`src/rtl/reloj_ctrl.sv`:
```
// Clock time-keeping/setting controller: 1 Hz prescaler, RUN/SET_HOUR/SET_MIN FSM, counter enables.
// Latency: enables combinational from registered state; an Inc press reaches its enable 1 cycle after sampling.
// Backpressure: none; counters must accept every 1-cycle enable pulse as it is issued.
module reloj_ctrl #(
   parameter int DIV        = 50_000_000,
   parameter int HOLD_TICKS = 2
) (
   input  logic       Clk,
   input  logic       Reset,
   input  logic       BtnMode,
   input  logic       BtnInc,
   input  logic       SecRCO,
   input  logic       MinRCO,
   output logic       SecEn,
   output logic       MinEn,
   output logic       HourEn,
   output logic [1:0] Mode,
   output logic       Blink,
   output logic       Tick
);

   localparam int CW = $clog2(DIV);
   localparam int HW = $clog2(HOLD_TICKS + 1);
   localparam logic [CW-1:0] CNT_MAX  = CW'(DIV - 1);
   localparam logic [CW-1:0] CNT_HALF = CW'(DIV / 2);
   localparam logic [HW-1:0] HOLD_MAX = HW'(HOLD_TICKS);

   typedef enum logic [1:0] {
      S_RUN      = 2'b00,
      S_SET_HOUR = 2'b01,
      S_SET_MIN  = 2'b10
   } state_t;

   state_t        state;
   state_t        state_nxt;
   logic [CW-1:0] presc;
   logic [HW-1:0] hold_cnt;
   logic          mode_d1, mode_d2;
   logic          inc_d1, inc_d2;

   logic          tick;
   logic          mode_edge;
   logic          inc_edge;
   logic          rep_pulse;
   logic          inc_pulse;
   logic          enter_run;

   assign tick      = (presc == CNT_MAX);
   assign mode_edge = mode_d1 & ~mode_d2;
   assign inc_edge  = inc_d1 & ~inc_d2;
   // Once the hold count saturates, every Tick with Inc still down repeats the increment.
   assign rep_pulse = tick & inc_d1 & (hold_cnt == HOLD_MAX);
   // A mode change in the same cycle swallows any increment so no field is bumped mid-switch.
   assign inc_pulse = (inc_edge | rep_pulse) & ~mode_edge;
   // Restarting the prescaler on return to RUN gives a full second before the first tick.
   assign enter_run = (state != S_RUN) && (state_nxt == S_RUN);
   assign Tick      = tick;

   // Prescaler: free-running 0..DIV-1, restarted when the FSM re-enters RUN.
   always_ff @(posedge Clk or negedge Reset) begin
      if (!Reset) begin
         presc <= '0;
      end else if (enter_run || tick) begin
         presc <= '0;
      end else begin
         presc <= presc + CW'(1);
      end
   end

   // Button history: two-stage shift so a rising level becomes a single-cycle edge.
   always_ff @(posedge Clk or negedge Reset) begin
      if (!Reset) begin
         mode_d1 <= 1'b0;
         mode_d2 <= 1'b0;
         inc_d1  <= 1'b0;
         inc_d2  <= 1'b0;
      end else begin
         mode_d1 <= BtnMode;
         mode_d2 <= mode_d1;
         inc_d1  <= BtnInc;
         inc_d2  <= inc_d1;
      end
   end

   // Hold counter: counts Ticks while Inc is held in a set mode, saturating to arm auto-repeat.
   always_ff @(posedge Clk or negedge Reset) begin
      if (!Reset) begin
         hold_cnt <= '0;
      end else if (!inc_d1 || (state == S_RUN) || mode_edge) begin
         hold_cnt <= '0;
      end else if (tick && (hold_cnt != HOLD_MAX)) begin
         hold_cnt <= hold_cnt + HW'(1);
      end
   end

   // FSM state register.
   always_ff @(posedge Clk or negedge Reset) begin
      if (!Reset) begin
         state <= S_RUN;
      end else begin
         state <= state_nxt;
      end
   end

   // Next-state and outputs: mode advances only on a Mode edge; enables depend on the mode.
   always_comb begin
      state_nxt = state;
      SecEn     = 1'b0;
      MinEn     = 1'b0;
      HourEn    = 1'b0;
      Mode      = 2'b00;
      Blink     = 1'b0;
      case (state)
         S_RUN: begin
            if (mode_edge) state_nxt = S_SET_HOUR;
            SecEn  = tick;
            MinEn  = tick & SecRCO;
            HourEn = tick & SecRCO & MinRCO;
            Mode   = 2'b00;
         end
         S_SET_HOUR: begin
            if (mode_edge) state_nxt = S_SET_MIN;
            HourEn = inc_pulse;
            Mode   = 2'b01;
            Blink  = (presc < CNT_HALF);
         end
         S_SET_MIN: begin
            if (mode_edge) state_nxt = S_RUN;
            // Minutes roll 59->00 on their own here; no carry is passed to hours.
            MinEn = inc_pulse;
            Mode  = 2'b10;
            Blink = (presc < CNT_HALF);
         end
         default: begin
            state_nxt = S_RUN;
         end
      endcase
   end

endmodule

```
`config.mk`:
```
export PLATFORM = sky130hd
export DESIGN_NAME = reloj_ctrl
export DESIGN_NICKNAME = d
export VERILOG_FILES = /design/src/rtl/reloj_ctrl.sv
export SDC_FILE = /design/constraint.sdc
export NUM_CORES = 1
export LEC_CHECK = 0
export ABC_AREA = 1
export CAP_MARGIN = 20
export CORE_ASPECT_RATIO = 0.75
export CORE_MARGIN = 2
export CORE_UTILIZATION = 53
export CTS_CLUSTER_SIZE = 25
export DETAILED_ROUTE_END_ITERATION = 10
export GPL_TIMING_DRIVEN = 0
export HOLD_SLACK_MARGIN = 0.15
export PLACE_DENSITY_LB_ADDON = 0.3
export SLEW_MARGIN = 25
export SYNTH_ARGS = -nofsm -noshare
export SYNTH_HDL_FRONTEND = slang
export SYNTH_SLANG_ARGS = --single-unit
```
`constraint.sdc`:
```
create_clock -name Clk -period 1.4 [get_ports Clk]
set_input_delay 0.28 -clock Clk [delete_from_list [all_inputs] [get_ports Clk]]
set_output_delay 0.28 -clock Clk [all_outputs]
set_load 0.05 [all_outputs]
```
Word level (Yosys, flattened, before mapping)
Index checks and enable logic that the tools add are counted.
{"block": "word_totals", "ram_bits": 0, "in_bits": 6, "output_inout_bits": 7, "regBits": 34, "mem_bits_ro": 0, "latch_bits": 0, "memories": 0}
{"block": "op_classes", "n_reduce_logical": 11, "bitwise": 11, "addsub": 2, "muxes": 12, "n_div": 0, "multipliers": 0, "n_eq_ne": 5, "shifts": 0, "magnitude_cmp": 1}
{"operator": "$add A26 B1 Y26 const B", "n": 1}
{"operator": "$eq A26 B26 Y1 const B", "n": 1}
{"operator": "$lt A26 B25 Y1 const B", "n": 1}
{"operator": "$mux W26", "n": 1}
{"operator": "$mux W2", "n": 5}
{"operator": "$and A1 B1 Y1", "n": 7}
{"operator": "$pmux W2 S3", "n": 1}
{"operator": "$eq A2 B2 Y1 const B", "n": 2}
{"operator": "$logic_not A2 Y1", "n": 2}
{"operator": "$pmux W1 S2", "n": 2}
{"operator": "$pmux W2 S2", "n": 1}
{"operator": "$reduce_bool A2 Y1", "n": 2}
{"operator": "$logic_or A1 B1 Y1", "n": 3}
{"operator": "$not A1 Y1", "n": 3}
{"operator": "$add A2 B1 Y2 const B", "n": 1}
{"operator": "$eq A2 B1 Y1 const B", "n": 1}
{"operator": "$logic_and A1 B1 Y1", "n": 2}
{"operator": "$mux W1", "n": 2}
{"operator": "$ne A2 B2 Y1 const B", "n": 1}
{"operator": "$reduce_or A2 Y1", "n": 1}
{"operator": "$logic_not A1 Y1", "n": 1}
{"operator": "$or A1 B1 Y1", "n": 1}

Logic depth before layout (Yosys ltp)
{"block": "depth", "ltp_word": 8, "depth_mapped": 10, "ltp_nobuf": 10}

Worst setup path before layout
No wires, ideal clock.
{"block": "synth_timing", "path_kind": "register to output", "start": "reg presc[0]", "end": "out SecEn", "arrival_time_ns": 1.663, "setup_slack_ns": -0.543, "stages_incl_launch_ff": 6, "path_buffers": 0, "path_cell_list": "dfrtp_1 ha_1 nand3_2 nor3_2 nand2_1 nor2_1"}
{"block": "synth_via", "elab_chain_len": 2}
{"item": "start: declaration", "line": "36", "rtl": "logic [CW-1:0] presc;"}
{"item": "start signal: assignment", "line": "66", "rtl": "presc <= presc + CW'(1);"}
{"item": "$eq A26 B26 Y1", "line": "48", "rtl": "assign tick = (presc == CNT_MAX);"}
{"item": "$mux W1", "line": "113", "rtl": "case (state)"}
{"item": "end: declaration", "line": "14", "rtl": "output logic SecEn,"}
Every way passes these cells.

Worst setup path in the final report
{"block": "layout_timing", "start": "reg presc[14]", "end": "out HourEn"}
{"block": "layout_via", "elab_chain_len": 6}
{"item": "$eq A26 B26 Y1 *", "line": "48"}
{"item": "$and A1 B1 Y1 (2 in a row)", "line": "52", "rtl": "assign rep_pulse = tick & inc_d1 & (hold_cnt == HOLD_MAX);"}
{"item": "$or A1 B1 Y1", "line": "54", "rtl": "assign inc_pulse = (inc_edge | rep_pulse) & ~mode_edge;"}
{"item": "$and A1 B1 Y1", "line": "54"}
{"item": "$pmux W1 S2 *", "line": "113"}
{"item": "end: declaration", "line": "16", "rtl": "output logic HourEn,"}
Mark *: on every way between the ends. The rest lies on a longest branch, timed or not.

==> impl_metrics.toml <==
[detailed_routing]
ant_nets = 0
dr.pass1.iters = 7
vias = 2165
drc = 0
via_per_inst = 5.41
wl_per_cell_microns = 16.2
drt_iter0_markers = 323
totalWireLength_microns = 6470

[grt]
grt_max_degree = 19
globalRoute.busiestLayer = "met2"
grt_usage_pct = 29.7
gr-usage-met2_pct = 44.1
overflow = 0
grtUsageMet3_pct = 7.13
grt_pass1_vias = 2062
grt_pass1_wl_microns = 9610
antenna_found_initial = 0
grt.met1_usage_pct = 40.4

[synth]
synth-seq-cells = 34
seq_area_frac_synth_pct = 41.5
synth_top_cell_area_share_pct = 41.5
synth_cell_types = 21
synth_commonest_cells = "nand2_1 (70), nor2_1 (68), inv_1 (42)"
synth_edf_count = 0
synth.most_common_cell = "nand2_1"
synth_flop_cell = "dfrtp_1"
synthCells = 282
yosysWarnings = 0
syn-cell-area_sq_um = 2050
synth.avg_cell_area_sq_um = 7.28
syn-num-nets = 294
async_flop_share_pct = 100
synth_area_leaders = "dfrtp_1 (41%), nand2_1 (13%), nor2_1 (12%)"
yosys.area.top_type = "dfrtp_1"

[layout]
syn2layout_area_growth_pct = 47.7
drive_gt1_share_pct = 38.2
antennaDiodeCount = 0
final_area_sq_um = 3030
nets = 359
postLayoutCoreUtil_pct = 82.3

[setup_path]
critPathKind = "reg -> out"
cp_cell_sequence = "nand2_2 > nor2_2 > inv_1 > nor2_2 > inv_2 > nor2_4 > nand4_1 > nand2_4 > buf_8"
reg2reg_from = "presc[0]$_DFF_PN0_"
cp.arrival_ps = 1740
slowest_stage = "dfrtp_1"
rr_worst_depth = 10
slowest_delay_ps = 430
worstPathRequired_ps = 1120
r2r_slack_ps = -510
start_kind = "flop"
crit_path_frequent_cell = "nor2_2"
r2r-end = "presc[23]$_DFF_PN0_"
cp-end-kind = "primary output"
cpLargestDelayFamily = "simple AND/OR/NAND/NOR gates"
critPathMaxFanout = 3
path_buf_inv = 3

[pwr]
leakagePower_nw = 1.41
ir_worst_vdd_v = 0.00147
power_density_nw_per_um2 = 1310

[cts]
cts_max_level = 2
cts_root_buf = "clkbuf_8"
cts_max_path_buffers = 2
cts_tree = "built"
cts_buffers = 5
worstSkewPairLatency_ps = 300
path_clk_slew_ps = 70
clock_sinks = 34

[timing]
fin_tns_setup_ps = -14690
finalCritPeriodShare_pct = 145
skew_ps = 8.20
max_freq_mhz = 494
hold_viol_final = 0
max-slew-margin-rel_pct = 68.6
finalMaxSlewViolations = 0
worstMarginPinSlew_ps = 468
finalSetupViolations = 35
rsz0062_at_grt = "true"
final.setup.worst_slack_ps = -624
period_minus_slack_ps = 2020

[worst_hold_path]
hp-start = "mode_d1$_DFF_PN0_"
hold_path_depth = 0
hold-path-endpoint = "mode_d2$_DFF_PN0_"
hold_path.class = "reg -> reg"

[die]
io_pins = 13
die_x_microns = 75.9
coreArea_sq_um = 3680
die-area_sq_um = 4390
start_util_pct = 55.7
std_cell_rows = 19
die_h_microns = 57.9

[placed_design]
place_area_sq_um = 2360
gp_congestion = 0.871
hpwl_microns = 3310
io_buffer_count = 12

[outcome]
status = "complete, but fails checks"
failed_checks = "negative setup slack"

[flow_run]
cap_viol_max_count = 0
[area by class of cell]
class | instances | area (sq um)
Buffer | 2 | 30.0
Clock buffer | 6 | 82.6
Clock inverter | 2 | 12.5
Fill cell | 185 | 653
Inverter | 42 | 164
Multi-Input combinational cell | 204 | 1250
Sequential cell | 34 | 861
Tap cell | 52 | 65.1
Timing Repair Buffer | 58 | 563
[metrics by stage]
stage,hold WS (ps),worst slack (ps),instances,total power [mW]
floorplan,-15.6,-209,282,2.12
global placement,355,-1020,346,2.38
detailed placement,243,-1030,347,2.44
CTS,381,-530,395,3.87
global route,405,-707,400,4.15
finish,383,-624,400,3.98
[sequential cells by signal (all words and copies together) (netlist names)]
signal and cells:
hold_cnt 2, inc_d1 1, mode_d1 1, presc 26, inc_d2 1, mode_d2 1
state 2
[repair_timing]
item	in CTS	in global routing
cloned	1	0
endpoints found under the setup margin	35	36
endpoints found under the hold margin	16	0
pin swaps	19	6
buffers inserted	38	5
hold buffers	1	0
gates resized for setup	84	25
[per-layer routing]
layer / vias up / share of wire, %
met3: 48 / 9.5
met2: 150 / 45
met4: 0 / 5.8
li1: 983 / -
met5: - / 0
met1: 984 / 40
[logic make-up (layout without fill, tap and decap cells)]
logic type	after synthesis	in the layout	synth area share [%]
buffers and inverters	44	110	8.78
AND/OR/NAND/NOR	173	173	36.2
adder cells (fa/ha/maj)	6	6	3.66
XOR/XNOR	20	20	8.54
flip-flops	34	34	41.5
AO/OA/AOI/OAI	5	5	1.34
[worst max path at each step]
| stage | from | end | slack [ps] | depth (start not counted) |
|---|---|---|---|---|
| finish | presc[14]$_DFF_PN0_ | HourEn | -620 | 9 |
| global route | presc[6]$_DFF_PN0_ | HourEn | -710 | 9 |
| CTS | presc[0]$_DFF_PN0_ | HourEn | -530 | 10 |
| detailed placement | presc[0]$_DFF_PN0_ | HourEn | -1030 | 10 |
| global placement | presc[0]$_DFF_PN0_ | HourEn | -1020 | 10 |
| floorplan | presc[0]$_DFF_PN0_ | HourEn | -210 | 9 |
[cell usage in the layout (no fill, tap or decap), types with 4 or more instances in the layout]
master | netlist | final
nor2_1 | 68 | 54
nand4_1 | 6 | 6
buf_8 | 0 | 7
xnor2_1 | 5 | 5
nand2_1 | 70 | 56
buf_6 | 2 | 6
nand3_2 | 2 | 5
nand3_1 | 14 | 10
clkbuf_8 | 0 | 6
clkdlybuf4s50_1 | 0 | 4
ha_4 | 0 | 4
dfrtp_2 | 0 | 8
inv_2 | 0 | 8
dfrtp_1 | 34 | 26
nand2_2 | 2 | 13
buf_4 | 0 | 38
xor2_1 | 15 | 15
inv_1 | 42 | 32
nor2_4 | 2 | 6
nor2_2 | 3 | 13
[power breakdown]
| part | leakage, nW | total, mW | internal [mW] | switching, mW |
|---|---|---|---|---|
| Sequential | 0.445 | 1.15 | 1.07 | 0.0803 |
| Combinational | 0.921 | 2.05 | 1.01 | 1.04 |
| Clock | 0.0472 | 0.778 | 0.395 | 0.382 |
Note: power is estimated with default switching activity, not from simulation.
